===== config.mk =====
export PLATFORM = sky130hd
export DESIGN_NAME = calc_alu_flat
export DESIGN_NICKNAME = d
export VERILOG_FILES = /design/src/rtl/calc_pkg.sv /design/src/rtl/calc_alu_if.sv /design/src/rtl/calc_iter_unit.sv /design/src/rtl/calc_alu.sv /design/src/flat_wrapper.sv
export SDC_FILE = /design/constraint.sdc
export NUM_CORES = 1
export LEC_CHECK = 0
export CAP_MARGIN = 20
export CORE_MARGIN = 5
export CORE_UTILIZATION = 35
export CTS_CLUSTER_DIAMETER = 40
export DETAILED_ROUTE_END_ITERATION = 16
export GPL_TIMING_DRIVEN = 0
export SLEW_MARGIN = 10
export SYNTH_ARGS = -nofsm -noshare
export SYNTH_HDL_FRONTEND = slang
export SYNTH_HIERARCHICAL = 1
export SYNTH_SLANG_ARGS = --single-unit

===== constraint.sdc =====
create_clock -name clk_sw -period 2.6 [get_ports clk_sw]
set_clock_uncertainty 0.2 [all_clocks]
set_input_delay 0.39 -clock clk_sw [delete_from_list [all_inputs] [get_ports clk_sw]]
set_output_delay 0.39 -clock clk_sw [all_outputs]
set_load 0.005 [all_outputs]

===== src/rtl/calc_pkg.sv =====
// calc_pkg: shared types and defaults for the calculator arithmetic stage.
package calc_pkg;

  // Default operand width; the result is twice this wide.
  localparam int CALC_W = 4;

  typedef enum logic [1:0] {
    OP_ADD = 2'd0,
    OP_SUB = 2'd1,
    OP_MUL = 2'd2,
    OP_DIV = 2'd3
  } op_e;

  typedef enum logic [1:0] {
    ST_IDLE = 2'd0,
    ST_CALC = 2'd1,
    ST_DONE = 2'd2
  } state_e;

endpackage


===== src/rtl/calc_alu_if.sv =====
// calc_alu_if: request/result bundle between the operand capture stage,
// the arithmetic stage and the display stage.
interface calc_alu_if #(
  parameter int W = calc_pkg::CALC_W
);
  logic           start;
  logic [1:0]     op;
  logic [W-1:0]   a;
  logic [W-1:0]   b;
  logic           busy;
  logic           done;
  logic [2*W-1:0] result;
  logic           neg;
  logic           err;

  // Requester side: issues operands and start, observes the result.
  modport master (
    output start, op, a, b,
    input  busy, done, result, neg, err
  );

  // Arithmetic stage side.
  modport slave (
    input  start, op, a, b,
    output busy, done, result, neg, err
  );
endinterface


===== src/rtl/calc_iter_unit.sv =====
// calc_iter_unit: iterative multiply / divide datapath, one step per cycle.
// Multiply is LSB-first shift-add; divide is MSB-first restoring division.
// The divider path exists only when CALC_ALU_DIV_EN is defined.
// value_o is the value the accumulator takes on the current step, so the
// caller can register it on the same edge that last_o is high.
module calc_iter_unit
  import calc_pkg::*;
#(
  parameter int W = CALC_W
) (
  input  logic           clk_sw,
  input  logic           rst_n,
  input  logic           load_i,
  input  logic           step_i,
  input  logic           mode_i,   // 1 = divide, 0 = multiply
  input  logic [W-1:0]   a_i,
  input  logic [W-1:0]   b_i,
  output logic           last_o,
  output logic [2*W-1:0] value_o
);

  localparam int CW = $clog2(W + 1);

  // acc_q = {hi, lo}: mul keeps partial product in hi and the remaining
  // multiplier bits in lo; div keeps remainder in hi and the dividend
  // shifting out of / quotient shifting into lo.
  logic [2*W-1:0] acc_q;
  logic [2*W-1:0] acc_d;
  logic [W-1:0]   opnd_q;
  logic [CW-1:0]  cnt_q;
  logic [W:0]     mul_sum;
`ifdef CALC_ALU_DIV_EN
  logic [W:0]     div_shift;
  logic           div_ge;
  logic [W-1:0]   div_rem;
`endif

  // Next accumulator value for one mul or div step.
  always_comb begin
    mul_sum = {1'b0, acc_q[2*W-1:W]} + (acc_q[0] ? {1'b0, opnd_q} : '0);
`ifdef CALC_ALU_DIV_EN
    div_shift = {acc_q[2*W-1:W], acc_q[W-1]};
    div_ge    = (div_shift >= {1'b0, opnd_q});
    div_rem   = div_ge ? W'(div_shift - {1'b0, opnd_q}) : div_shift[W-1:0];
    if (mode_i) begin
      acc_d = {div_rem, acc_q[W-2:0], div_ge};
    end else begin
      acc_d = {mul_sum, acc_q[W-1:1]};
    end
`else
    acc_d = mode_i ? '0 : {mul_sum, acc_q[W-1:1]};
`endif
  end

  assign value_o = acc_d;
  assign last_o  = step_i && (cnt_q == CW'(W - 1));

  // Operand load on accept, then one step per enabled cycle.
  always_ff @(posedge clk_sw) begin
    if (!rst_n) begin
      acc_q  <= '0;
      opnd_q <= '0;
      cnt_q  <= '0;
    end else if (load_i) begin
      acc_q  <= {{W{1'b0}}, (mode_i ? a_i : b_i)};
      opnd_q <= mode_i ? b_i : a_i;
      cnt_q  <= '0;
    end else if (step_i) begin
      acc_q  <= acc_d;
      cnt_q  <= last_o ? '0 : cnt_q + 1'b1;
    end
  end

endmodule


===== src/rtl/calc_alu.sv =====
// calc_alu: calculator arithmetic stage. Snapshots operands and op on an
// accepted start, computes add/sub in one cycle and mul/div over W steps,
// and presents a registered result with a one-cycle done pulse.
// Optional feature macro: CALC_ALU_DIV_EN (enables the restoring divider;
// without it op 3 reports err with result 0).
module calc_alu
  import calc_pkg::*;
#(
  parameter int W = CALC_W
) (
  input  logic     clk_sw,
  input  logic     rst_n,
  calc_alu_if.slave bus
);

  localparam logic [1:0] S_IDLE = ST_IDLE;
  localparam logic [1:0] S_CALC = ST_CALC;
  localparam logic [1:0] S_DONE = ST_DONE;

  logic [1:0]     state_q;
  op_e            op_q;
  logic [W-1:0]   a_q;
  logic [W-1:0]   b_q;
  logic [2*W-1:0] result_q;
  logic           neg_q;
  logic           err_q;
  logic           done_q;

  logic           accept;
  logic [W:0]     add_sum;
  logic           sub_ge;
  logic [W-1:0]   sub_mag;
  logic           iter_mode;
  logic           iter_step;
  logic           iter_last;
  logic [2*W-1:0] iter_value;

  // Accept decode, single-cycle arithmetic and iterative-unit controls.
  always_comb begin
    accept    = (state_q == S_IDLE) && bus.start;
    add_sum   = {1'b0, a_q} + {1'b0, b_q};
    sub_ge    = (a_q >= b_q);
    sub_mag   = sub_ge ? (a_q - b_q) : (b_q - a_q);
    // At accept the mode must come from the live op, afterwards from the snapshot.
    iter_mode = accept ? (op_e'(bus.op) == OP_DIV) : (op_q == OP_DIV);
`ifdef CALC_ALU_DIV_EN
    iter_step = (state_q == S_CALC) &&
                ((op_q == OP_MUL) || ((op_q == OP_DIV) && (b_q != '0)));
`else
    iter_step = (state_q == S_CALC) && (op_q == OP_MUL);
`endif
  end

  calc_iter_unit #(.W(W)) u_iter (
    .clk_sw  (clk_sw),
    .rst_n   (rst_n),
    .load_i  (accept),
    .step_i  (iter_step),
    .mode_i  (iter_mode),
    .a_i     (bus.a),
    .b_i     (bus.b),
    .last_o  (iter_last),
    .value_o (iter_value)
  );

  // FSM, operand snapshot and output registers; results hold until the next done.
  always_ff @(posedge clk_sw) begin
    if (!rst_n) begin
      state_q  <= S_IDLE;
      op_q     <= OP_ADD;
      a_q      <= '0;
      b_q      <= '0;
      result_q <= '0;
      neg_q    <= 1'b0;
      err_q    <= 1'b0;
      done_q   <= 1'b0;
    end else begin
      done_q <= 1'b0;
      case (state_q)
        S_IDLE: begin
          if (accept) begin
            op_q    <= op_e'(bus.op);
            a_q     <= bus.a;
            b_q     <= bus.b;
            state_q <= S_CALC;
          end
        end
        S_CALC: begin
          case (op_q)
            OP_ADD: begin
              result_q <= {{(W-1){1'b0}}, add_sum};
              neg_q    <= 1'b0;
              err_q    <= 1'b0;
              done_q   <= 1'b1;
              state_q  <= S_DONE;
            end
            OP_SUB: begin
              result_q <= {{W{1'b0}}, sub_mag};
              neg_q    <= ~sub_ge;
              err_q    <= 1'b0;
              done_q   <= 1'b1;
              state_q  <= S_DONE;
            end
            OP_MUL: begin
              if (iter_last) begin
                result_q <= iter_value;
                neg_q    <= 1'b0;
                err_q    <= 1'b0;
                done_q   <= 1'b1;
                state_q  <= S_DONE;
              end
            end
            default: begin
`ifdef CALC_ALU_DIV_EN
              if (b_q == '0) begin
                result_q <= '1;
                neg_q    <= 1'b0;
                err_q    <= 1'b1;
                done_q   <= 1'b1;
                state_q  <= S_DONE;
              end else if (iter_last) begin
                result_q <= iter_value;
                neg_q    <= 1'b0;
                err_q    <= 1'b0;
                done_q   <= 1'b1;
                state_q  <= S_DONE;
              end
`else
              result_q <= '0;
              neg_q    <= 1'b0;
              err_q    <= 1'b1;
              done_q   <= 1'b1;
              state_q  <= S_DONE;
`endif
            end
          endcase
        end
        S_DONE: begin
          state_q <= S_IDLE;
        end
        default: begin
          state_q <= S_IDLE;
        end
      endcase
    end
  end

  assign bus.busy   = (state_q != S_IDLE);
  assign bus.done   = done_q;
  assign bus.result = result_q;
  assign bus.neg    = neg_q;
  assign bus.err    = err_q;

endmodule


===== src/flat_wrapper.sv =====
// flat-port wrapper written by rule: the top's interface ports become plain ports
module calc_alu_flat import calc_pkg::*;
#(
  parameter int W = CALC_W
)
  (clk_sw, rst_n, bus_start, bus_op, bus_a, bus_b, bus_busy, bus_done, bus_result, bus_neg, bus_err);
  calc_alu_if #(.W(W)) bus_i ();
  input  logic clk_sw;
  input  logic rst_n;
  input wire logic [$bits(bus_i.start)-1:0] bus_start;
  input wire logic [$bits(bus_i.op)-1:0] bus_op;
  input wire logic [$bits(bus_i.a)-1:0] bus_a;
  input wire logic [$bits(bus_i.b)-1:0] bus_b;
  output wire logic [$bits(bus_i.busy)-1:0] bus_busy;
  output wire logic [$bits(bus_i.done)-1:0] bus_done;
  output wire logic [$bits(bus_i.result)-1:0] bus_result;
  output wire logic [$bits(bus_i.neg)-1:0] bus_neg;
  output wire logic [$bits(bus_i.err)-1:0] bus_err;
  assign bus_i.start = bus_start;
  assign bus_i.op = bus_op;
  assign bus_i.a = bus_a;
  assign bus_i.b = bus_b;
  assign bus_busy = bus_i.busy;
  assign bus_done = bus_i.done;
  assign bus_result = bus_i.result;
  assign bus_neg = bus_i.neg;
  assign bus_err = bus_i.err;
  calc_alu #(.W(W)) u_core (.clk_sw(clk_sw), .rst_n(rst_n), .bus(bus_i));
endmodule

# Word level (Yosys, flattened, before mapping)
# Index checks and enable logic that the tools add are counted.
[word_totals]
output_inout_bits = 12
wordCells = 62
reg_bits = 38
input_bits = 13
[classes]
n_reduce_logical = 13
n_eq_ne = 9
mux = 20
bitwise_logic = 2
addsub = 5
magnitude_cmp = 1
[ops]
columns = ["op", "count"]
rows = [
  ["4-bit two-way mux", 6],
  ["8-bit case mux with 3 select lines", 1],
  ["8-bit two-way mux", 2],
  ["4-bit by 4-bit adder with 5-bit output", 2],
  ["2-bit AND reduction", 4],
  ["4-bit subtractor", 2],
  ["2-bit == test, second input constant", 3],
  ["2-bit two-way mux", 3],
  ["2-bit by 1-bit == test with 1-bit output, second input constant", 2],
  ["4-bit greater-or-equal comparator", 1],
  ["2-bit zero test", 2],
  ["1-bit two-way mux", 4],
  ["1-bit case mux with 2 select lines", 2],
  ["2-bit case mux with 2 select lines", 1],
  ["2-bit nonzero test", 2],
  ["2-bit OR reduction", 2],
  ["3-bit by 1-bit adder with 3-bit output, second input constant", 1],
  ["3-bit by 2-bit == test with 1-bit output, second input constant", 1],
  ["1-bit logical AND", 3],
  ["3-bit two-way mux", 1],
  ["3-bit inequality test, second input constant", 1],
  ["2-bit by 1-bit inequality test with 1-bit output, second input constant", 1],
  ["2-bit inequality test, second input constant", 1],
  ["1-bit NOT", 2],
]

# Longest topological paths before layout
# Gate-level depths: netlist of the first run.
[depth]
depth_word = 6
depth_mapped = 12
ltp_nobuf = 10

# Cells and area by module
# The synthesis of the first run kept the hierarchy.
[by_module_without_submodules]
columns = ["module", "area_per_inst_um2", "n_inst", "cells_per_inst", "seq_area_each_um2"]
rows = [
  ["calc_alu", 1363.8, 1, 171, 460.4],
  ["calc_iter_unit", 970.9, 1, 106, 300.3],
]

# Least setup slack after synthesis of the first run
# OpenSTA, ideal clock, no wires.
[synth_timing]
path_kind = "register to register"
from = "register u_core.a_q[0]"
to = "register u_core.result_q[3], in the netlist u_core/bus.result[3]"
setup_ps = 64
required_ps = 2336
arrival_time_ps = 2014
path_buffers = 0
stages_incl_launch_ff = 10
path_slack_ps = 322
synth_period_minus_slack_ps = 2278
path_cell_list = "dfxtp_1 -> inv_1 -> ha_1 -> inv_1 -> fa_1 -> a21o_1 -> a31oi_4 -> mux2i_1 -> or4b_1 -> nand4_1"
[synth_via]
elab_chain_cells = 3
word_cells_on_any_way = 6
classes_between = "add/sub: 3; order compare: 1; mux: 2"
[synth_lines]
columns = ["item", "line_no", "text"]
rows = [
  ["start, declared", "calc_alu.sv:22", "logic [W-1:0] a_q;"],
  ["start signal, assigned", "calc_alu.sv:83", "a_q <= bus.a;"],
  ["4-bit subtractor / 4-bit greater-or-equal comparator (equally long branches)", "calc_alu.sv:43, calc_alu.sv:42", ""],
  ["4-bit two-way mux", "calc_alu.sv:43", "sub_mag = sub_ge ? (a_q - b_q) : (b_q - a_q);"],
  ["8-bit case mux with 3 select lines (*)", "calc_alu.sv:89", "case (op_q)"],
  ["end signal, assigned", "calc_alu.sv:91", "result_q <= {{(W-1){1'b0}}, add_sum};"],
  ["end signal, assigned", "calc_alu.sv:98", "result_q <= {{W{1'b0}}, sub_mag};"],
  ["end signal, assigned", "calc_alu.sv:106", "result_q <= iter_value;"],
  ["end, declared", "calc_alu.sv:24", "logic [2*W-1:0] result_q;"],
]
# Every way passes the cells marked *; elsewhere a longest branch is shown, timed or not.
# A chain may end at the register's enable or synchronous reset.

# Worst setup path in the final report of the first run
# Ends and elaborated chain as after synthesis.

==> impl_results.md, run 1 <==
- Accumulated negative setup slack: 0 ps
- Cell type of the slowest stage on the worst timing path: sky130_fd_sc_hd__or4b_1
- Commonest cells after routing, fill and taps aside: sky130_fd_sc_hd__nand2_1 (44), sky130_fd_sc_hd__dfxtp_1 (38), sky130_fd_sc_hd__clkdlybuf4s50_1 (24), sky130_fd_sc_hd__a21oi_1 (24), sky130_fd_sc_hd__inv_1 (18)
- Worst endpoint data arrival time: around 2500 ps
- Combinational fraction of design power: 20.1%
- Clock sinks: 38
- Detailed Route WL: roughly 5.2 mm
- Total gr overflow: 0
- Vias in the first global route: around 1900
- Cell-by-cell trace of the critical path: inv_1 -> ha_1 -> inv_1 -> fa_1 -> a21o_1 -> a31oi_4 -> mux2i_1 -> or4b_1 -> nand4_1
- Top delay family on crit path: simple AND/OR/NAND/NOR gates
- Total placed cells including tap cells: 378
- Detailed-route DRC error count: 0
- Minimum clock period after layout: ~2400 ps
- Full die area: approximately 0.0084 mm²
- Max-slew violation count: 0
- Share of flip-flops with an asynchronous set or reset after synthesis: 0%
- End-of-flow core utilization: between 40% and 50%
- Number of CTS-inserted buffers: 5
- Count of flip-flops with a built-in enable after synthesis: 0
- Power density over the cells: around 510 mW/mm²
- Pin count of the biggest net entering global routing: 12
- Number of placement rows: 29
- Number of levels in the clock H-tree: 2
- Num ports: 25
- Synth Net Count: 310
- MaxCap Viol Count: 0
- Unrepaired setup endpoints after global routing: yes
- Worst Tran Pin Value: 532.1 ps
- Result of the run: finished, final reports clean
- TritonRoute pass-1 iters: 4
- Final HPWL DP: between 4 and 5 mm
- Area of the mapped netlist: about 0.0023 mm²
- Mean instance size in the synthesized netlist: around 8.4 µm²
- Headroom to the max-slew limit: 64.53%
- Kind of critical path: reg2reg
- Starting Density: a little over a third
- Total power of the final layout: around 1.4 mW
- Static Leakage: 1.161 nW
- Via total after detailed routing: roughly 1900
- First-pass GRT wire length: approximately 8.7 mm
- Diode count: 0
- Number of nets with antenna violations after routing: 0
- Filler Cell Count: between 600 and 700
- CP max FO: 6
- Worst-case clock buffer depth: 2
- Drt first-iter violations: 90
- Gate count after technology mapping: approximately 280
- Register-to-register path setup slack: about 160 ps
- Share of the cycle needed by the critical path after routing: 93.95%
- Vertical die dimension: 91.68 µm
- Count of non-filler cells in the finished layout: 384
- Count of warnings emitted by yosys: 6
- Net switching component of the power: between 0.3 and 0.4 mW
- Data required time at the worst endpoint: around 2600 ps
- TritonCTS clock tree: yes
- Detail-routed via count per cell: 4.971
- Final-report setup violation count: 0
- Hold crit path type: reg2reg
- Most numerous cell on the critical path: sky130_fd_sc_hd__inv_1
- X dimension of the die: slightly above 90 µm
- Unique masters post-synth: 53
- Most common cell after layout, fill and taps aside: sky130_fd_sc_hd__nand2_1
- Number of antenna violations at the first check in global routing: 0
- Worst path bufs/invs: 2
- Count of endpoints failing hold in the final timing report: 0
- Share of power burned in the clock network: 35.7%
- Worst Setup End Kind: register
- Floorplan core area: 0.006422 mm²
- Fraction of final layout cells with drive strength greater than 1: between 10% and 20%
- Root Driver: sky130_fd_sc_hd__clkbuf_8
- Peak supply drop: about 0.22 mV
- Source-to-sink clock delay at the later pin of the worst-skew pair: ~290 ps
- Final #Nets: 340
- Switching Share: a little over a quarter
- Area growth, synth to finish: 19.77%
- Max Clock Freq: around 0.4 GHz
- Flip-flop cell with the highest count after synthesis: sky130_fd_sc_hd__dfxtp_1
- Int Pwr: 1.050 mW
- Count of port buffers added during placement: 24
- GRT Util Overall: 12.91%
- Startpoint types: register
- Worst path max stage delay: just over 500 ps
- Final estimated routing congestion in global placement: around 0.82
- Number of buffers added for setup after CTS: 0
- Reg clk slew, reported paths: ~80 ps
- Sequential cell area fraction in the yosys report: between 30% and 40%
- Total of flip-flops plus latches after synthesis: 38
- Reg power frac: 44.2%
- Detailed-route wire length per cell: 13.46 µm
==> repair_timing <==
item / in CTS / in global routing
hold endpoints to repair: 0 / 0
gates cloned: 0 / 0
hold buffers: 0 / 0
endpoints found under the setup margin: 3 / 14
resized for setup: 2 / 9
pin swaps: 0 / 1
==> power groups by stage <==
stage / clock network (mW) / logic (mW) / registers, mW
3_5_place_dp: 0 / 0.286 / 0.644
3_3_place_gp: 0 / 0.284 / 0.643
5_1_grt: 0.545 / 0.321 / 0.635
6_report: 0.509 / 0.288 / 0.631
2_1_floorplan: 0 / 0.202 / 0.639
4_1_cts: 0.525 / 0.288 / 0.631
==> routing by layer <==
metal	part of all wire [%]	up-vias	global-route usage, %
met5	0	-	0
met4	1.7	0	5.025
met3	5.3	6	3.437
met2	42	39	19.48
met1	51	859	17.56
li1	-	1005	-
==> layout make-up <==
type	instances	area [µm²]	area share [%]
clock inverter	1	30.03	1.074
multi-input combinational	203	1419	50.74
sequential	38	760.7	27.20
inverter	20	75.07	2.685
tap	77	96.34	3.445
buffer	15	92.59	3.311
clock buffer	6	82.58	2.953
timing repair buffer	24	240.2	8.591
==> cells by family after synthesis <==
family	after synthesis	share of synthesized area, %
XOR/XNOR	4	1.501
adder cells (fa/ha/maj)	20	12.00
buffers and inverters	36	7.128
AND/OR/NAND/NOR	106	22.56
multiplexers	15	6.645
flip-flops	38	32.58
AO/OA/AOI/OAI	58	17.58
==> stage by stage <==
stage / hold slack (ps) / cell area (µm²) / setup WS (ps)
4_1_cts: 236.6 / 2788 / 30.81
3_3_place_gp: 217.4 / 2671 / -257.0
6_report: 234.0 / 2796 / 157.2
3_5_place_dp: 222.7 / 2671 / -250.9
5_1_grt: 268.0 / 2796 / -14.56
2_1_floorplan: 204.5 / 2335 / 321.7
==> synthesized netlist by cell type, types with 3 or more instances <==
| cell | instances | area (µm²) |
|---|---|---|
| sky130_fd_sc_hd__nand2b_1 | 5 | 31.28 |
| sky130_fd_sc_hd__mux2_2 | 4 | 45.04 |
| sky130_fd_sc_hd__clkbuf_1 | 7 | 26.28 |
| sky130_fd_sc_hd__inv_1 | 19 | 71.32 |
| sky130_fd_sc_hd__o211a_1 | 8 | 80.08 |
| sky130_fd_sc_hd__a22oi_1 | 3 | 22.52 |
| sky130_fd_sc_hd__dfxtp_1 | 38 | 760.7 |
| sky130_fd_sc_hd__nor2b_1 | 10 | 62.56 |
| sky130_fd_sc_hd__fa_1 | 4 | 80.08 |
| sky130_fd_sc_hd__nand4_1 | 3 | 18.77 |
| sky130_fd_sc_hd__buf_2 | 4 | 20.02 |
| sky130_fd_sc_hd__nand3_1 | 7 | 35.03 |
| sky130_fd_sc_hd__buf_4 | 3 | 22.52 |
| sky130_fd_sc_hd__nand2_1 | 44 | 165.2 |
| sky130_fd_sc_hd__ha_1 | 16 | 200.2 |
| sky130_fd_sc_hd__o21ai_0 | 3 | 15.01 |
| sky130_fd_sc_hd__a21oi_1 | 24 | 120.1 |
| sky130_fd_sc_hd__mux2i_1 | 11 | 110.1 |
| sky130_fd_sc_hd__and2_1 | 3 | 18.77 |
| sky130_fd_sc_hd__nor2_1 | 18 | 67.56 |
==> path summary, 6_finish.rpt <==
kind | start | to | depth (start not counted)
setup / recovery | u_core/a_q[0] | u_core/bus.result[3] | 9
hold / removal | u_core/u_iter/cnt_q[2] | u_core/u_iter/cnt_q[2] | 2
setup reg to reg | u_core/a_q[0] | u_core/bus.result[3] | 9
hold reg to reg | u_core/u_iter/cnt_q[2] | u_core/u_iter/cnt_q[2] | 2
==> worst min-delay path, cell delays in order (launching register included) <==
cell and delay [ps]:
sky130_fd_sc_hd__dfxtp_1 320, sky130_fd_sc_hd__nand2_1 50, sky130_fd_sc_hd__nor2_1 30
==> state kept, by name, summed over array words and instances, names as in the netlist <==
register	flops
u_core/state_q	2
u_core/u_iter/cnt_q	3
u_core/op_q	2
u_core/a_q	4
u_core/u_iter/opnd_q	4
u_core/u_iter/acc_q	8
u_core/bus.done	1
u_core/bus.neg	1
u_core/b_q	4
u_core/bus.err	1
u_core/bus.result	8
Note: power is estimated with default switching activity, not from simulation.
==> run 2: changes to the inputs <==
--- a/config.mk
+++ b/config.mk
@@ -11,6 +11,7 @@
 export CTS_CLUSTER_DIAMETER = 40
 export DETAILED_ROUTE_END_ITERATION = 16
 export GPL_TIMING_DRIVEN = 0
+export PLACE_DENSITY = 0.55
 export SLEW_MARGIN = 10
 export SYNTH_ARGS = -nofsm -noshare
 export SYNTH_HDL_FRONTEND = slang
==> constraint.sdc (replaced) <==
create_clock -name clk_sw -period 2.2 [get_ports clk_sw]
set_clock_uncertainty 0.2 [all_clocks]
set_input_delay 0.33 -clock clk_sw [delete_from_list [all_inputs] [get_ports clk_sw]]
set_output_delay 0.33 -clock clk_sw [all_outputs]
set_load 0.005 [all_outputs]
==> run 2 against run 1 <==
The flow now finishes with violations (setup timing); count of clock-buffer cells in the layout stayed put; clock power is 7.1% lower; largest power group unchanged; cell area is 5.2% higher; register-to-register slack worse by 210 ps; via count is 1.9% higher; worst setup slack worse by 210 ps; utilization is 2.3 points higher; first-iteration DRC count is 23% higher; non-clock buffer count is 9 higher; sequential cell count stayed put; maximum frequency is 8.6% higher; power is 12% higher.
==> impl_results.md, run 2 (synthesized netlist as in run 1, its figures left out) <==
- Worst-case clock buffer depth: 2
- Final HPWL DP: about 4.1 mm
- MaxCap Viol Count: 0
- Accumulated negative setup slack: -61.50 ps
- Number of CTS-inserted buffers: 5
- Cell-by-cell trace of the critical path: and2_4 -> ha_4 -> inv_1 -> fa_1 -> nor2_4 -> nor2b_1 -> or4_4 -> a21oi_2
- Static Leakage: ~1.2 nW
- Kind of critical path: reg2reg
- Commonest cells after routing, fill and taps aside: sky130_fd_sc_hd__nand2_1 (43), sky130_fd_sc_hd__dfxtp_1 (30), sky130_fd_sc_hd__clkdlybuf4s50_1 (24)
- Final-report setup violation count: 2
- Most common cell after layout, fill and taps aside: sky130_fd_sc_hd__nand2_1
- Reg clk slew, reported paths: roughly 70 ps
- GRT Util Overall: 13.18%
- TritonCTS clock tree: yes
- First-pass GRT wire length: 8.901 mm
- Unrepaired setup endpoints after global routing: yes
- Number of placement rows: 29
- Minimum clock period after layout: roughly 2300 ps
- Total placed cells including tap cells: around 380
- TritonRoute pass-1 iters: 4
- Count of port buffers added during placement: 24
- Diode count: 0
- Count of endpoints failing hold in the final timing report: 0
- Top delay family on crit path: simple AND/OR/NAND/NOR gates
- Worst Tran Pin Value: between 500 and 600 ps
- Via total after detailed routing: about 1900
- Clock sinks: 38
- CP max FO: 4
- Count of non-filler cells in the finished layout: around 400
- Vias in the first global route: approximately 1900
- Detailed-route DRC error count: 0
- Peak supply drop: approximately 0.22 mV
- Result of the run: finished, violations left
- Worst endpoint data arrival time: 2280 ps
- Starting Density: a little over a third
- Register-to-register path setup slack: -50 ps
- Worst path bufs/invs: 1
- Failing checks: setup timing
- X dimension of the die: around 92 µm
- Number of levels in the clock H-tree: 2
- Cell type of the slowest stage on the worst timing path: sky130_fd_sc_hd__fa_1
- Num ports: 25
- Detailed Route WL: roughly 5.4 mm
- Area growth, synth to finish: 26.04%
- Floorplan core area: 0.006422 mm²
- Number of hold buffers added after CTS: 0
- Max Clock Freq: about 0.44 GHz
- Pin count of the biggest net entering global routing: 20
- Detail-routed via count per cell: around 5.0
- Power density over the cells: approximately 540 mW/mm²
- Final worst-path setup slack: -50.25 ps
- Headroom to the max-slew limit: 63.23%
- Hold crit path type: reg2reg
- Final #Nets: 349
- Vertical die dimension: 91.68 µm
- Number of antenna violations at the first check in global routing: 0
- Share of the cycle needed by the critical path after routing: 102.3%
- Worst Setup End Kind: register
- Source-to-sink clock delay at the later pin of the worst-skew pair: 290 ps
- Final estimated routing congestion in global placement: between 0.7 and 0.8
- Root Driver: sky130_fd_sc_hd__clkbuf_8
- Full die area: 0.008404 mm²
- Worst path max stage delay: ~520 ps
- Number of nets with antenna violations after routing: 0
- Fraction of final layout cells with drive strength greater than 1: 20.00%
- Drt first-iter violations: about 110
- Post-Place Worst Slack: -637.1 ps
- Total gr overflow: 0
- End-of-flow core utilization: between 40 and 50%
- Max-slew violation count: 0
- Data required time at the worst endpoint: around 2200 ps
- Startpoint types: register
- Detailed-route wire length per cell: 13.73 µm
-- run 2: cell type report --
cell class                      instances  area (µm²)
Buffer                                 14       102.6
Clock buffer                            6       82.58
Fill cell                             647        3480
Inverter                               20       75.07
Multi-Input combinational cell        203        1495
Sequential cell                        38       775.7
Tap cell                               77       96.34
Timing Repair Buffer                   34       315.3
-- run 2: report_power, final --
group          switching, mW  total (mW)  internal [mW]  leakage (nW)
Clock                  0.231       0.473          0.242        0.0431
Combinational          0.193       0.379          0.186         0.844
Sequential            0.0267       0.749          0.722         0.314
-- run 2: stage by stage --
| stage | hold slack, ps | instance area [µm²] | total power, mW |
|---|---|---|---|
| after floorplan | 204.5 | 2340 | 0.9948 |
| after detailed placement | 217.2 | 2676 | 1.101 |
| final | 230.6 | 2943 | 1.601 |
| after global routing | 242.0 | 2943 | 1.686 |
| after global placement | 214.5 | 2676 | 1.100 |
| after CTS | 228.4 | 2854 | 1.599 |
-- run 2: final timing paths --
check,end,start,cells past startpoint
worst max register to register,u_core/bus.result[4],u_core/u_iter/acc_q[0],8
worst min register to register,u_core/u_iter/cnt_q[2],u_core/u_iter/cnt_q[2],2
worst min-delay path,u_core/u_iter/cnt_q[2],u_core/u_iter/cnt_q[2],2
worst max-delay path,u_core/bus.result[4],u_core/u_iter/acc_q[0],8
-- run 2: worst min-delay path, cell delays in order, from the launching register on --
cell and delay (ps):
sky130_fd_sc_hd__dfxtp_1 310, sky130_fd_sc_hd__nand2_1 50, sky130_fd_sc_hd__nor2_1 30
-- run 2: layer usage --
| metal | share of wire [%] | vias up | track usage (%) |
|---|---|---|---|
| li1 | - | 1021 | - |
| met1 | 51 | 878 | 18.29 |
| met2 | 43 | 41 | 19.96 |
| met3 | 4.6 | 5 | 2.946 |
| met4 | 1.2 | 0 | 4.899 |
| met5 | 0 | - | 0 |
-- run 2: repair_timing --
action                     CTS  global route
resized for setup           25            17
buffers inserted             6             4
pin swaps                    7             8
setup endpoints to repair   23            13
==> run 3: changes to the inputs <==
--- a/config.mk
+++ b/config.mk
@@ -11,9 +11,9 @@
 export CTS_CLUSTER_DIAMETER = 40
 export DETAILED_ROUTE_END_ITERATION = 16
 export GPL_TIMING_DRIVEN = 0
+export HOLD_SLACK_MARGIN = 0.02
 export PLACE_DENSITY = 0.55
 export SLEW_MARGIN = 10
 export SYNTH_ARGS = -nofsm -noshare
 export SYNTH_HDL_FRONTEND = slang
-export SYNTH_HIERARCHICAL = 1
 export SYNTH_SLANG_ARGS = --single-unit
==> constraint.sdc (replaced) <==
create_clock -name clk_sw -period 2 [get_ports clk_sw]
set_clock_uncertainty 0.2 [all_clocks]
set_input_delay 0.3 -clock clk_sw [delete_from_list [all_inputs] [get_ports clk_sw]]
set_output_delay 0.3 -clock clk_sw [all_outputs]
set_load 0.005 [all_outputs]
==> run 3 against run 2 <==
The flow still finishes with violations (setup timing); sequential power increased by 10%; critical endpoint is now u_core.bus.result[1]; count of clock-buffer cells in the layout is the same; power increased by 11%; routed wire length is 2.5% higher.
==> impl_results.md, run 3 <==
- Result of the run: finished, violations left
- Failing checks: setup timing
- Worst Setup End Kind: register
- Count of warnings emitted by yosys: 0
- Share of the cycle needed by the critical path after routing: 103.5%
- Synth Net Count: 300
- Worst hold-check slack: roughly 250 ps
- Mean instance size in the synthesized netlist: slightly above 8 µm²
- Final worst-path setup slack: -69.69 ps
- Hold crit path type: reg2reg
- Proportion of netlist area held by the largest area contributor: between 30% and 40%
- Total of flip-flops plus latches after synthesis: 38
- Number of levels in the clock H-tree: 2
- Area leader, netlist: sky130_fd_sc_hd__dfxtp_1
- Num ports: 25
- Clock sinks: 38
- Total power of the final layout: 1.772 mW
- Filler Cell Count: 611
- Floorplan core area: ~0.0060 mm²
- Unique masters post-synth: between 40 and 50
- Vertical die dimension: 88.96 µm
- Final-report setup violation count: 2
- Worst Tran Pin Value: approximately 580 ps
- Fraction of final layout cells with drive strength greater than 1: about 12%
- Max Clock Freq: a little under 0.5 GHz
- Commonest cells after routing, fill and taps aside: sky130_fd_sc_hd__nand2_1 (47), sky130_fd_sc_hd__dfxtp_1 (32), sky130_fd_sc_hd__a21oi_1 (28)
- Total gr overflow: 0
- Static Leakage: around 1.1 nW
- Area growth, synth to finish: 23.45%
- Worst endpoint data arrival time: ~2100 ps
- Minimum clock period after layout: ~2100 ps
- Most common cell after layout, fill and taps aside: sky130_fd_sc_hd__nand2_1
- Starting Density: a little over a third
- Full die area: ~0.0079 mm²
- Ranking of synthesized cells by instance count: sky130_fd_sc_hd__nand2_1 (47), sky130_fd_sc_hd__dfxtp_1 (38), sky130_fd_sc_hd__a21oi_1 (30), sky130_fd_sc_hd__nor2_1 (23), sky130_fd_sc_hd__inv_1 (18)
- Startpoint types: register
- Number of nets with antenna violations after routing: 0
- Pin count of the biggest net entering global routing: 13
- Number of CTS-inserted buffers: 5
- MaxCap Viol Count: 0
- Gate count after technology mapping: 267
- Source-to-sink clock delay at the later pin of the worst-skew pair: approximately 300 ps
- Headroom to the max-slew limit: approximately 61%
- Reg clk slew, reported paths: around 80 ps
- HP Start: u_core.u_iter.cnt_q[2]
- Vias in the first global route: approximately 1900
- TritonCTS clock tree: yes
- Dominant cells by area after synthesis: sky130_fd_sc_hd__dfxtp_1 (35%), sky130_fd_sc_hd__ha_1 (9.2%), sky130_fd_sc_hd__nand2_1 (8.1%)
- Final #Nets: roughly 330
- Diode count: 0
- Launch point of the worst reg-to-reg path: u_core.b_q[1]
- Detailed-route DRC error count: 0
- Detail-routed via count per cell: about 5.2
- Final HPWL DP: approximately 4.2 mm
- Count of endpoints failing hold in the final timing report: 0
- Share of flip-flops with an asynchronous set or reset after synthesis: 0%
- Sequential cell area fraction in the yosys report: a little over a third
- Kind of critical path: reg2reg
- Area of the mapped netlist: roughly 0.0022 mm²
- Endpoint of the worst register-to-register path: u_core.bus.result[1]
- Final estimated routing congestion in global placement: between 0.8 and 0.9
- Worst-case clock buffer depth: 2
- Peak supply drop: ~0.42 mV
- Hold-critical path depth: 2
- Via total after detailed routing: between 1500 and 2000
- Count of port buffers added during placement: 24
- First-pass GRT wire length: a little over 9 mm
- X dimension of the die: 88.96 µm
- Cell count of the worst reg-to-reg path: 7
- Detailed-route wire length per cell: around 15 µm
- Area taken by flip-flops and latches: approximately 770 µm²
- Register-to-register path setup slack: -70 ps
- Drt first-iter violations: 87
- Detailed Route WL: around 5.5 mm
- TritonRoute pass-1 iters: 5
- CP max FO: 6
- Data required time at the worst endpoint: 1990 ps
- Area occupied by multi-input gates: about 0.0013 mm²
- Most used standard cell by instance count after synthesis: sky130_fd_sc_hd__nand2_1
- Root Driver: sky130_fd_sc_hd__clkbuf_8
- Unrepaired setup endpoints after global routing: yes
- Flip-flop cell with the highest count after synthesis: sky130_fd_sc_hd__dfxtp_1
- Capture endpoint of the worst hold path: u_core.u_iter.cnt_q[2]
- Number of antenna violations at the first check in global routing: 0
- Number of placement rows: 28
- Max-slew violation count: 0
- GRT Util Overall: around 15%
- Power density over the cells: 657.9 mW/mm²
- Count of flip-flops with a built-in enable after synthesis: 0
run 3: cell count changes after synthesis, moves of 3 or more:
cell / delta
sky130_fd_sc_hd__a311oi_1: +5
sky130_fd_sc_hd__a21oi_1: +6
sky130_fd_sc_hd__nand3_1: -3
sky130_fd_sc_hd__o21ai_0: +6
sky130_fd_sc_hd__mux2i_1: -5
sky130_fd_sc_hd__nand2_1: +3
sky130_fd_sc_hd__o211a_1: -8
sky130_fd_sc_hd__nor2b_1: -8
sky130_fd_sc_hd__nor2_1: +5
sky130_fd_sc_hd__o211ai_1: +3
run 3: cells by family (layout without fill, tap and decap cells):
logic type | count (synthesis) | count (layout) | share of synthesized area [%]
DFF | 38 | 38 | 34.86
muxes | 8 | 8 | 3.784
adders and majority gates | 20 | 20 | 12.84
AOI/OAI and AO/OA | 71 | 71 | 21.16
and+or+nand+nor | 94 | 94 | 19.61
buffers and inverters | 32 | 67 | 6.135
xor gates and xnor gates | 4 | 4 | 1.606
run 3: worst max-delay path by stage:
stage,start,to,depth (start not counted)
after CTS,u_core.a_q[0],u_core.bus.result[3],9
after global routing,u_core.b_q[1],u_core.bus.result[1],7
after detailed placement,bus_start,u_core.bus.result[3],6
final,u_core.b_q[1],u_core.bus.result[1],7
after floorplan,u_core.b_q[0],u_core.bus.result[3],8
after global placement,bus_start,u_core.bus.result[3],6
run 3: layout make-up:
class                      count  area share (%)
inverter                      19           2.647
clock buffer                   6           3.065
multi-input combinational    197           49.42
buffer                        13           2.555
timing repair buffer          27           9.754
tap                           75           3.484
clock inverter                 2          0.4645
sequential                    38           28.61
run 3: report_power, final:
| group | total, mW | internal, mW | leakage (nW) | switching, mW |
|---|---|---|---|---|
| Sequential | 0.827 | 0.795 | 0.313 | 0.0322 |
| Combinational | 0.377 | 0.165 | 0.695 | 0.212 |
| Clock | 0.568 | 0.277 | 0.0472 | 0.291 |
| Total | 1.77 | 1.24 | 1.06 | 0.535 |
run 3: layer usage:
layer	part of all wire [%]	up-vias	track usage, %	wire, µm
met5	0	-	0	0
met4	0.92	0	4.195	51
met3	3.8	5	3.502	207
met2	48	35	25.64	2650
met1	47	936	19.64	2609
li1	-	990	-	-
run 3: what timing repair did:
| item | in CTS | in global routing |
|---|---|---|
| pin swaps | 2 | 0 |
| gates cloned | 0 | 0 |
| setup buffers | 2 | 1 |
| resized for setup | 7 | 11 |
| setup endpoints to repair | 3 | 10 |
| hold buffers | 0 | 0 |
run 3: per-stage QoR:
stage	cell area (µm²)	worst slack [ps]	instances	TNS [ps]	utilization, %
after floorplan	2187	12.18	267	0	-
after detailed placement	2521	-307.7	366	-2815	42.08
after global placement	2521	-326.5	366	-3076	42.08
after CTS	2645	-64.86	376	-85.75	44.15
final	2694	-69.69	377	-102.1	44.97
after global routing	2694	-162.6	377	-392.0	44.97
run 3: worst max-delay path, stage by stage (launching register included):
cell and delay [ps]:
sky130_fd_sc_hd__dfxtp_4 400, sky130_fd_sc_hd__inv_1 90, sky130_fd_sc_hd__ha_1 390, sky130_fd_sc_hd__a21oi_4 80, sky130_fd_sc_hd__o21ai_1 290, sky130_fd_sc_hd__mux2i_1 260
sky130_fd_sc_hd__o211ai_1 110, sky130_fd_sc_hd__o2111a_1 140
==> patch 1: new RTL, config.mk and constraints of run 3 <==
Make the reset (`rst_n`) asynchronous in 2 clocked blocks.
--- a/src/rtl/calc_iter_unit.sv
+++ b/src/rtl/calc_iter_unit.sv
@@ -56,7 +56,7 @@
   assign last_o  = step_i && (cnt_q == CW'(W - 1));
 
   // Operand load on accept, then one step per enabled cycle.
-  always_ff @(posedge clk_sw) begin
+  always_ff @(posedge clk_sw or negedge rst_n) begin
     if (!rst_n) begin
       acc_q  <= '0;
       opnd_q <= '0;
--- a/src/rtl/calc_alu.sv
+++ b/src/rtl/calc_alu.sv
@@ -64,7 +64,7 @@
   );
 
   // FSM, operand snapshot and output registers; results hold until the next done.
-  always_ff @(posedge clk_sw) begin
+  always_ff @(posedge clk_sw or negedge rst_n) begin
     if (!rst_n) begin
       state_q  <= S_IDLE;
       op_q     <= OP_ADD;
Function: differs if rst_n is asserted again (counterexample within 4 cycles, from zero or initial values and one cycle with rst_n low); with rst_n held inactive, the same outputs for 10 cycles.
==> patch 1 against run 3 <==
  * The run still ends with setup timing left
  * Utilization increased by 2.3 points
  * Final cell count decreased by 6.1%
  * Highest routed layer unchanged
  * Wire length rose by 1.3%
  * Final area grew 10%
  * Synthesized area rose by 2.5%
  * Sequential cell count stayed put
  * First-iteration DRC count grew 17%
  * Critical endpoint is now u_core.bus.result[2]
  * Count of clock-buffer cells in the layout fell by 1
  * Worst setup slack worse by 0.047 ns
Power is not compared: it rests on default switching activity, and its combinational part moved more than twofold at a synthesized area within 25%.
==> patch 1: results (changes against run 3) <==
status=complete, but fails checks (unchanged); failing checks=setup timing (unchanged); Post-Syn Nets=263 (was 300); Max stage delay on crit path=0.49 ns (was 0.40 ns); final hold slack=0.231 ns (was 0.248 ns); endpoints failing setup=4 (was 2); fraction of final layout cells sized beyond drive strength 1=0.231 (was 0.123); global placement routability congestion=0.814 (was 0.860); Setup TNS Final=-0.224 ns (was -0.102 ns); placed cell areas=2610 µm² (was 2520 µm²); Post-Route WL=5590 µm (was 5520 µm); vias in the first global route=1863 (was 1931); dpl cells=332 (was 366); WL met3=221 µm (was 207 µm); Buffers, non-clock=48 (was 40); Die Width=89.9 µm (was 89.0 µm); via count=1833 (was 1966); Synth area leaders=dfrtp_1, ha_1, nand2_1, mux2i_1, o21ai_0 (was dfxtp_1, ha_1, nand2_1, a21oi_1, nor2_1); post-DP HPWL=4040 µm (was 4190 µm); Final WS setup=-0.117 ns (was -0.0697 ns); Critical R2R Launch=u_core.b_q[0] (was u_core.b_q[1]); WL met1=2780 µm (was 2610 µm); Data buffer area share=0.139 (was 0.123); setup bufs post-CTS=7 (was 2); first-pass detailed-route iteration total=4 (was 5); Post-synth top cells=dfrtp_1, nand2_1, o21ai_0 (was nand2_1, dfxtp_1, a21oi_1); pre-CTS setup slack=-0.285 ns (was -0.308 ns); sequential cell area share=0.322 (was 0.286); Layout clock area frac=0.0367 (was 0.0353); grt met2 use=0.212 (was 0.256); fin nets=309 (was 334); post-cts sizing count=15 (was 7); global-route wire length before repair=9170 µm (was 9260 µm); count of flip-flops and latches=38 (unchanged); routed wl met2=2510 µm (was 2650 µm); HP Class=input port to asynchronous set/reset pin (was flop to flop); Critical Path Source=u_core.b_q[0] (was u_core.b_q[1]); R2R cell count=8 (was 7); Largest delay share family, worst path=simple AND/OR/NAND/NOR gates (was compound AO/OA/AOI/OAI gates); area of the multi-input gates=1330 µm² (about the same); multi-input gate count=167 (was 197); Non-clk invs=16 (was 19); GR Util met1=0.196 (about the same); Async SR Flop Fraction=1.00 (was 0); # hold bufs at CTS=1 (was 0); filler instances=634 (was 611); Initial DRC Count=102 (was 87); largest net degree at the start of global routing=26 (was 13)
-- patch 1: cell types whose count changed after synthesis, sizes merged, moves of 5 or more --
| cell | change |
|---|---|
| nor2 | -11 |
| mux2i | +5 |
| a22o | +7 |
| a21oi | -21 |
| dfrtp | +38 |
| nand2 | -14 |
| dfxtp | -38 |
| o21ai | +10 |
-- patch 1: power by group through the flow --
stage                     clock network (mW)  registers, mW  logic, mW
after floorplan                            0           1.27       1.69
after global placement                     0           1.32       2.36
after detailed placement                   0           1.33       2.37
after CTS                              0.663           1.31       2.69
after global routing                   0.709           1.36       3.27
final                                  0.654           1.32       2.92
-- patch 1: kinds of logic (layout without fill, tap and decap cells) --
family	Yosys count	count (layout)	synth area share
xor+xnor	3	3	0.0118
buf+inv	25	72	0.0453
compound gates	62	62	0.187
mux	13	13	0.0593
fa+ha+maj	20	20	0.125
flops	38	38	0.425
simple gates	69	69	0.145
==> patch 2: new RTL, config.mk and constraints of run 3 <==
Without the edit above. Set the package constant `CALC_W` to 8 (it was 4).
--- a/src/rtl/calc_pkg.sv
+++ b/src/rtl/calc_pkg.sv
@@ -2,7 +2,7 @@
 package calc_pkg;
 
   // Default operand width; the result is twice this wide.
-  localparam int CALC_W = 4;
+  localparam int CALC_W = 8;
 
   typedef enum logic [1:0] {
     OP_ADD = 2'd0,
Ports: changed (resized bus_a, bus_b and bus_result); port bits go from 25 to 41. The function was not compared with the original's and may differ.
==> patch 2 against run 3 <==
  * The flow still finishes with violations (setup timing)
  * Clock power grew to 2.8 times the old value
  * Final area is 120% higher
  * Worst setup slack worse by 0.35 ns
  * Sequential share of layout area is 5.5 points lower
  * Combinational power grew to 2.9 times the old value
  * Utilization is 5.4 points higher
  * Total power is 140% higher
  * Wire length grew to 2.6 times the old value
  * Synthesized area is 94% higher
  * Via count is 120% higher
  * Sequential cell count is 29 higher
  * Fmax is 14% lower
  * Largest cell class unchanged
  * Highest routed layer unchanged
==> patch 2: results (changes against run 3) <==
Hold EP=u_core.u_iter.acc_q[14] (was u_core.u_iter.cnt_q[2]); post-synthesis sequential area ratio=0.317 (was 0.349); Worst-Skew Late Latency=0.34 ns (was 0.30 ns); Tot GR Track Use=0.198 (was 0.152); status=complete, but fails checks (unchanged); Post-Route WL=14400 µm (was 5520 µm); endpoints failing setup=17 (was 2); sequential cell area share=0.231 (was 0.286); highest net fanout along the worst path=4 (was 6); final hold slack=0.258 ns (was 0.248 ns); area of the multi-input gates=3150 µm² (was 1330 µm²); min-delay src=u_core.u_iter.acc_q[14] (was u_core.u_iter.cnt_q[2]); Sw Ratio=0.309 (was 0.302); Cell variety after synth=68 (was 46); number of port buffers=40 (was 24); Data buffer area share=0.146 (was 0.123); Post-Syn Nets=602 (was 300); global-route wire length before repair=22300 µm (was 9260 µm); Post-synth top cells=nand2_1, dfxtp_1, a21oi_1 (unchanged); Buffers, non-clock=100 (was 40); pre-CTS setup slack=-0.799 ns (was -0.308 ns); via count=4338 (was 1966); filler instances=1138 (was 611); cts bufs inserted=9 (was 5); R2R cell count=11 (was 7); CTS Root Cell=clkbuf_16 (was clkbuf_8); largest net degree at the start of global routing=12 (was 13); Critical Path AT=2.42 ns (was 2.06 ns); slew margin rel.=0.597 (was 0.613); Largest delay share family, worst path=adder cells (was compound AO/OA/AOI/OAI gates); Initial DRC Count=209 (was 87); fin nets=682 (was 334); FF+latch count, synth=67 (was 38); placed cell areas=4960 µm² (was 2520 µm²); worst flop-to-flop path endpoint=u_core.bus.result[4] (was u_core.bus.result[1]); Final WS setup=-0.415 ns (was -0.0697 ns); Non-clk invs=30 (was 19); fin cells=776 (was 377); Setup TNS Final=-3.65 ns (was -0.102 ns); clk_buf instances=11 (was 6); Peak VDD IR=0.413 mV (was 0.417 mV); slowest stage cell, crit path=fa_2 (was dfxtp_4); H-tree depth=3 (was 2); post-DP HPWL=10500 µm (was 4190 µm); Layout clock area frac=0.0490 (was 0.0353); failing checks=setup timing (unchanged)
[patch 2: per-layer routing]
layer | global-route usage | up-vias | part of all wire
met5 | 0 | - | 0
met1 | 0.256 | 2075 | 0.44
li1 | - | 2086 | -
met2 | 0.322 | 138 | 0.46
met3 | 0.0419 | 39 | 0.058
met4 | 0.0773 | 0 | 0.036
[patch 2: worst max path at each step]
| stage | startpoint | endpoint | slack (ns) | cells after the start |
|---|---|---|---|---|
| 2_1_floorplan | u_core.a_q[0] | u_core.bus.result[5] | -0.24 | 10 |
| 3_3_place_gp | bus_start | u_core.u_iter.acc_q[7] | -0.76 | 8 |
| 3_5_place_dp | bus_start | u_core.u_iter.acc_q[7] | -0.80 | 8 |
| 4_1_cts | u_core.b_q[0] | u_core.bus.result[6] | -0.38 | 9 |
| 5_1_grt | u_core.a_q[0] | u_core.bus.result[4] | -0.47 | 11 |
| 6_report | u_core.a_q[0] | u_core.bus.result[4] | -0.42 | 11 |
[patch 2: kinds of logic (layout without fill, tap and decap cells)]
logic type / count (synthesis) / count (layout) / synth area share
xor gates and xnor gates: 9 / 9 / 0.0186
DFF: 67 / 67 / 0.317
and+or+nand+nor: 224 / 224 / 0.249
buffers and inverters: 61 / 145 / 0.0603
adders and majority gates: 36 / 36 / 0.114
muxes: 4 / 4 / 0.0101
AOI/OAI and AO/OA: 144 / 144 / 0.231
[patch 2: power groups by stage]
stage                     logic (mW)  registers, mW  clock network [mW]
final                           1.10           1.48                1.59
after global placement         0.874           1.50                   0
after CTS                       1.03           1.48                1.62
after global routing            1.18           1.49                1.69
after floorplan                0.608           1.48                   0
after detailed placement       0.885           1.51                   0
[patch 2: repair_timing]
action,in CTS,in global routing
gates resized for setup,67,59
pin swaps,27,31
setup buffers,17,15
endpoints found under the setup margin,56,52
cloned,0,1
